==> config.mk <==
export PLATFORM = sky130hd
export DESIGN_NAME = ring_step_driver
export DESIGN_NICKNAME = d
export VERILOG_FILES = /design/src/rtl/ring_step_driver.sv
export SDC_FILE = /design/constraint.sdc
export NUM_CORES = 1
export LEC_CHECK = 0
export ABC_AREA = 1
export CELL_PAD_IN_SITES_DETAIL_PLACEMENT = 2
export CELL_PAD_IN_SITES_GLOBAL_PLACEMENT = 2
export CORE_MARGIN = 2
export CORE_UTILIZATION = 32
export DETAILED_ROUTE_END_ITERATION = 8
export GPL_ROUTABILITY_DRIVEN = 1
export PLACE_DENSITY = 0.93
export SKIP_CTS_REPAIR_TIMING = 1
export SLEW_MARGIN = 0
export SYNTH_ARGS = -nofsm -noshare
export SYNTH_HDL_FRONTEND = slang
export SYNTH_SLANG_ARGS = --single-unit
==> constraint.sdc <==
create_clock -name clk -period 3.33 [get_ports clk]
set_clock_uncertainty 0.2 [all_clocks]
set_input_delay 0.666 -clock clk [delete_from_list [all_inputs] [get_ports clk]]
set_output_delay 0.666 -clock clk [all_outputs]
set_load 0.05 [all_outputs]
==> src/rtl/ring_step_driver.sv <==
// ring_step_driver
// ----------------
// Initiator for a one-hot 3-state ring counter. A command names the ring
// state to reach (001, 010 or 100). The driver keeps its own copy of the ring
// state and emits single-cycle advance pulses on x_out until that copy equals
// the target. Callers can then address ring states directly instead of
// counting pulses.
//
// Parameters
//   GAP_CYCLES  idle cycles (x_out low) inserted after every pulse, 0..15
//   CNT_W       width of the lifetime pulse counter (wraps silently)
//
// Ports
//   clk          system clock, rising edge
//   reset_n      asynchronous active-low reset
//   cmd_valid    command present
//   cmd_ready    command accepted this cycle if valid (high only when idle)
//   cmd_target   target ring state, must be one-hot
//   x_out        advance pulse to the ring counter's x_in (registered)
//   model_state  driver's copy of the ring state (one-hot)
//   busy         high whenever a command is in progress
//   done         one-cycle pulse when a command completes
//   err          one-cycle pulse when a command is rejected (target not one-hot)
//   pulse_count  number of pulses issued since reset
//
// Optional build macro RING_SYNC_CHECK_EN adds:
//   ring_state   state output of the ring counter
//   sync_err     sticky flag: ring_state differed from model_state at
//                completion; cleared by the next accepted command or reset

module ring_step_driver #(
  parameter int GAP_CYCLES = 2,
  parameter int CNT_W      = 8
) (
  input  logic             clk,
  input  logic             reset_n,
  input  logic             cmd_valid,
  output logic             cmd_ready,
  input  logic [2:0]       cmd_target,
  output logic             x_out,
  output logic [2:0]       model_state,
  output logic             busy,
  output logic             done,
  output logic             err,
  output logic [CNT_W-1:0] pulse_count
`ifdef RING_SYNC_CHECK_EN
  ,
  input  logic [2:0]       ring_state,
  output logic             sync_err
`endif
);

  localparam logic [2:0] ST_IDLE  = 3'd0;
  localparam logic [2:0] ST_PULSE = 3'd1;
  localparam logic [2:0] ST_GAP   = 3'd2;
  localparam logic [2:0] ST_DONE  = 3'd3;
  localparam logic [2:0] ST_ERR   = 3'd4;

  localparam logic [3:0] GAP_LOAD = 4'(GAP_CYCLES - 1);

  logic [2:0]       state_reg, state_next;
  logic [1:0]       steps_reg, steps_next;
  logic [3:0]       gap_cnt_reg, gap_cnt_next;
  logic [2:0]       model_reg, model_next;
  logic [CNT_W-1:0] count_reg, count_next;
  logic             x_out_reg, done_reg, err_reg;

  // One and two rotations of the current model state (001->010->100->001).
  logic [2:0] rot1, rot2;
  genvar gi;
  generate
    for (gi = 0; gi < 3; gi++) begin : g_rot
      assign rot1[gi] = model_reg[(gi + 2) % 3];
      assign rot2[gi] = model_reg[(gi + 1) % 3];
    end
  endgenerate

  logic target_one_hot;
  assign target_one_hot = (cmd_target == 3'b001) || (cmd_target == 3'b010) ||
                          (cmd_target == 3'b100);

  logic [1:0] steps_after_pulse;
  assign steps_after_pulse = steps_reg - 2'd1;

  always_comb begin
    state_next   = state_reg;
    steps_next   = steps_reg;
    gap_cnt_next = gap_cnt_reg;
    model_next   = model_reg;
    count_next   = count_reg;
    case (state_reg)
      ST_IDLE: begin
        if (cmd_valid) begin
          if (!target_one_hot) begin
            state_next = ST_ERR;
          end else if (cmd_target == model_reg) begin
            state_next = ST_DONE;
          end else begin
            // Target is one or two forward rotations away.
            steps_next = (cmd_target == rot1) ? 2'd1 : 2'd2;
            state_next = ST_PULSE;
          end
        end
      end
      ST_PULSE: begin
        // The ring counter samples x_out=1 on this same edge, so the model
        // advances in lockstep with it.
        model_next = rot1;
        count_next = count_reg + CNT_W'(1);
        steps_next = steps_after_pulse;
        if (GAP_CYCLES > 0) begin
          gap_cnt_next = GAP_LOAD;
          state_next   = ST_GAP;
        end else if (steps_after_pulse != 2'd0) begin
          state_next = ST_PULSE;
        end else begin
          state_next = ST_DONE;
        end
      end
      ST_GAP: begin
        if (gap_cnt_reg == 4'd0) begin
          state_next = (steps_reg != 2'd0) ? ST_PULSE : ST_DONE;
        end else begin
          gap_cnt_next = gap_cnt_reg - 4'd1;
        end
      end
      ST_DONE: state_next = ST_IDLE;
      ST_ERR:  state_next = ST_IDLE;
      default: state_next = ST_IDLE;
    endcase
  end

  always_ff @(posedge clk or negedge reset_n) begin
    if (!reset_n) begin
      state_reg   <= ST_IDLE;
      steps_reg   <= 2'd0;
      gap_cnt_reg <= 4'd0;
      model_reg   <= 3'b001;
      count_reg   <= '0;
      x_out_reg   <= 1'b0;
      done_reg    <= 1'b0;
      err_reg     <= 1'b0;
    end else begin
      state_reg   <= state_next;
      steps_reg   <= steps_next;
      gap_cnt_reg <= gap_cnt_next;
      model_reg   <= model_next;
      count_reg   <= count_next;
      // Output flags are registered from the next-state decode so they line
      // up exactly with the state they describe.
      x_out_reg   <= (state_next == ST_PULSE);
      done_reg    <= (state_next == ST_DONE);
      err_reg     <= (state_next == ST_ERR);
    end
  end

`ifdef RING_SYNC_CHECK_EN
  logic sync_err_reg, sync_err_next;

  always_comb begin
    sync_err_next = sync_err_reg;
    if (state_reg == ST_IDLE && cmd_valid) begin
      sync_err_next = 1'b0;
    end else if (state_reg == ST_DONE && ring_state != model_reg) begin
      sync_err_next = 1'b1;
    end
  end

  always_ff @(posedge clk or negedge reset_n) begin
    if (!reset_n) begin
      sync_err_reg <= 1'b0;
    end else begin
      sync_err_reg <= sync_err_next;
    end
  end

  assign sync_err = sync_err_reg;
`endif

  assign cmd_ready   = (state_reg == ST_IDLE);
  assign busy        = (state_reg != ST_IDLE);
  assign x_out       = x_out_reg;
  assign done        = done_reg;
  assign err         = err_reg;
  assign model_state = model_reg;
  assign pulse_count = count_reg;

endmodule

Word level (Yosys, flattened, before mapping):

Index checks and enable logic that the tools add are counted.

* bits of input ports: 6
* logic and storage cells: 48
* register bits after elaboration: 23
* output and inout port bits: 16

* multiplexer cells: 13
* reduce and logical (&&, ||, !) cells: 10
* equality and inequality tests: 14
* add/sub/neg operators: 3

Operators by type and width (count)
* $mux 2: 6
* $eq 3x1->1 const B: 3
* $eq 3x2->1 const B: 3
* $mux 3: 3
* $pmux 3 s3: 1
* $add 8x1->8 const B: 1
* $pmux 4 s2: 1
* $eq 3x3->1: 2
* $eq 3x3->1 const B: 2
* $ne 2x2->1 const B: 3
* $reduce_bool 2->1: 3
* $logic_not 4->1: 1
* $mux 4: 1
* $pmux 2 s2: 1
* $reduce_and 4->1: 1
* $sub 4x1->4 const B: 1
* $logic_not 3->1: 1
* $reduce_bool 3->1: 1
* $logic_or 1x1->1: 2
* $ne 2x1->1 const B: 1
* $reduce_and 2->1: 1
* $sub 2x1->2 const B: 1

Longest topological paths before layout:

* depth in word-level cells: 7
* mapped depth: 9
* mapped depth without buffers: 9

Worst setup path after synthesis:

Ideal clock, no wire load.

* kind: register to output
* from: reg state_reg[2]
* to: out cmd_ready
* required time: 2.464 ns
* arrival: 1.083 ns
* buffers on the path: 0
* slack: 1.381 ns
* cell stages (with the launch flop): 4
* cell sequence: dfrtp_1 nor2_4 nand2_2 inv_2

* longest elaborated chain between the ends: 1

RTL lines
* start, declared: line 61 `logic [2:0] state_reg, state_next;`
* start signal, assigned: line 144 `state_reg <= state_next;`
* $logic_not 3->1: line 180 `assign cmd_ready = (state_reg == ST_IDLE);`
* end, declared: line 38 `output logic cmd_ready,`

Every way passes these cells.

Final worst setup path:

Same ends and word-level chain as after synthesis.

==> results.py <==
metrics = {
    "logic_synthesis": {
        "ys_types": 25,
        "synthTopCellsByArea": "dfrtp_1 (42%), nand2_1 (14%), inv_1 (5.2%)",
        "avgSynthCellArea_um2": 8.01,
        "synth_top_area_share_pct": 42.4,
        "synth_top_cell_by_area": "dfrtp_1",
        "yosysWarnings": 0,
        "syn-num-nets": 172,
        "netlist_instances": 162,
        "ys_ff_latch": 23,
        "ys_seq_area_share_pct": 44.5,
        "syn_area_um2": 1300,
    },
    "critical_path": {
        "rrSetupSlack_ns": 1.60,
        "critPathSlowestCell": "clkdlybuf4s50_1",
        "worstSetupEndpointType": "output pin",
        "path_max_fanout": 4,
        "reg2reg_depth": 9,
        "r2r_end": "x_out$_DFF_PN0_",
        "start_kind": "flop",
        "critPathBufInv": 2,
        "cp.required_ns": 2.46,
        "cp_data_arrival_time_ns": 1.89,
        "crit_chain": "nor2_4 -> nand2_2 -> inv_2 -> clkdlybuf4s50_1",
        "critPathKind": "reg2out",
        "slowest_delay_ns": 0.80,
        "critical-path-top-delay-family": "buffers and inverters",
        "r2r-start": "gap_cnt_reg[0]$_DFFE_PN0P_",
    },
    "floorplanning": {
        "dieArea_um2": 4580,
        "core-area_um2": 3940,
        "fp.dieW_um": 67.7,
        "rows": 23,
        "dieHeight_um": 67.7,
        "initial_utilization_pct": 32.9,
        "io_pins": 22,
    },
    "cells_and_area": {
        "antenna_cells": 0,
        "layout.nets": 198,
        "fin_cells": 237,
        "syn_to_final_growth_pct": 24.6,
        "final_common_cell": "nand2_1",
        "largest_reg_flops": 8,
        "drive_above_1_share_pct": 13.9,
        "layout_common_cells": "nand2_1 (48), dfrtp_1 (22), clkdlybuf4s50_1 (21)",
    },
    "detailed_routing": {
        "drtAntennaViolNets": 0,
        "wirelength_um": 3700,
        "vias_per_cell": 4.92,
        "dr.pass1.iters": 4,
        "first_iter_violations": 17,
        "route.detailed.drc": 0,
        "wl_per_cell_um": 15.6,
        "vias": 1166,
    },
    "cts": {
        "clk_pin_slew_ns": 0.08,
        "ctsRootBufferMaster": "clkbuf_8",
        "htree_levels": 1,
        "cts_max_path_buffers": 2,
        "cts_tree": "done",
        "cts.sinks": 23,
        "cts-buffers-inserted": 3,
        "clkLatencyLatePin_ns": 0.27,
    },
    "timing": {
        "slew_headroom_pct": 64.1,
        "rsz0062_at_grt": "false",
        "layout_min_cycle_time_ns": 2.76,
        "setup_violations": 0,
        "worst_pin_slew_ns": 0.536,
        "timing.fmax_mhz": 363,
        "drv_slew": 0,
        "min_period_over_period_pct": 82.8,
        "tns_ns": 0,
        "hold_viol": 0,
    },
    "global_route": {
        "grt_pass1_wl_um": 6270,
        "grt_pass1_vias": 1361,
        "antenna_found_initial": 0,
        "grt_max_degree": 17,
        "grt-ovfl-total": 0,
        "grt_use_total_pct": 18.8,
    },
    "min_path": {
        "hold_class": "reg2reg",
        "holdPathStages": 2,
        "min_from": "steps_reg[1]$_DFFE_PN0P_",
        "whs_endpoint": "steps_reg[1]$_DFFE_PN0P_",
    },
    "power_and_ir_drop": {
        "vdd_drop_max_v": 0.000467,
        "powerDensity_nw_per_um2": 757,
        "leakage_uw": 0.000785,
    },
    "placed_design": {
        "dpl.cell_count": 233,
        "place.gp.congestion": 0.809,
        "io_buffers": 21,
        "dp_hpwl_um": 2850,
    },
    "run": {
        "cap_violations": 0,
    },
    "run_status": {
        "status": "finished, final reports clean",
    },
}
through the flow:
step | util [%] | instance area [um^2] | total power, uW | setup WS (ns) | hold slack (ns)
floorplan | - | 1300 | 842 | 1.38 | 0.170
global placement | 39.8 | 1570 | 993 | 0.916 | 0.265
detailed placement | 39.8 | 1570 | 1050 | 0.859 | 0.279
CTS | 41.0 | 1620 | 1240 | 0.546 | 0.305
global route | 41.0 | 1620 | 1310 | 0.516 | 0.333
finish | 41.0 | 1620 | 1220 | 0.571 | 0.300
logic make-up after synthesis:
kind of cell / count (synthesis) / synth area share [%]
and+or+nand+nor: 91 / 34.3
buffers and inverters: 25 / 7.71
DFF: 23 / 44.5
AOI/OAI and AO/OA: 11 / 4.24
xor gates and xnor gates: 8 / 5.40
adders and majority gates: 4 / 3.86
report_power, final:
part / internal, uW / switching [uW]
sequential: 349 / 63.9
clock: 83.7 / 94.2
combinational: 202 / 432
worst max path at each step:
stage	startpoint	end	slack, ns	depth (start not counted)
after global routing	state_reg[2]$_DFF_PN0_	cmd_ready	0.52	4
final	state_reg[2]$_DFF_PN0_	cmd_ready	0.57	4
after floorplan	state_reg[2]$_DFF_PN0_	cmd_ready	1.38	3
after CTS	state_reg[2]$_DFF_PN0_	cmd_ready	0.55	4
after detailed placement	state_reg[2]$_DFF_PN0_	cmd_ready	0.86	4
after global placement	state_reg[2]$_DFF_PN0_	cmd_ready	0.92	4
cell usage after synthesis:
| library cell | instances |
|---|---|
| nor3_1 | 1 |
| xor2_1 | 4 |
| nand2_4 | 2 |
| nand3b_1 | 1 |
| nor2_2 | 1 |
| nor2_1 | 13 |
| nor2_4 | 3 |
| dfrtp_1 | 22 |
| inv_4 | 1 |
| buf_4 | 1 |
| o21ai_0 | 6 |
| o21ai_1 | 4 |
| nand3_2 | 2 |
| dfstp_2 | 1 |
| or2_1 | 1 |
| nand2_1 | 48 |
| a21oi_1 | 1 |
| xnor2_1 | 4 |
| inv_1 | 18 |
| ha_1 | 4 |
| nand2_2 | 5 |
| inv_2 | 5 |
| nand4_1 | 2 |
| nor3_4 | 1 |
| nand3_1 | 11 |
final cells by class:
type | count | area, um^2
Clock buffer | 3 | 41.3
Clock inverter | 1 | 5.00
Fill cell | 457 | 2330
Inverter | 24 | 92.6
Multi-Input combinational cell | 114 | 621
Sequential cell | 23 | 577
Tap cell | 50 | 62.6
Timing Repair Buffer | 22 | 218
worst register-to-register path, delay by kind of cell, from the launching register on:
kind / cells / cell delay [ns]
DFF: 1 / 0.36
and+or+nand+nor: 6 / 0.63
buffers and inverters: 2 / 0.23
adders and majority gates: 1 / 0.20
layer usage:
layer / routed length [um] / global-route usage, % / vias to the layer above
met5: 0 / 0 / -
met4: 120 / 10.7 / 0
met3: 85 / 2.17 / 10
met2: 2060 / 35.9 / 24
met1: 1430 / 19.6 / 581
li1: - / - / 551
Power figures use the tool's default switching activity.
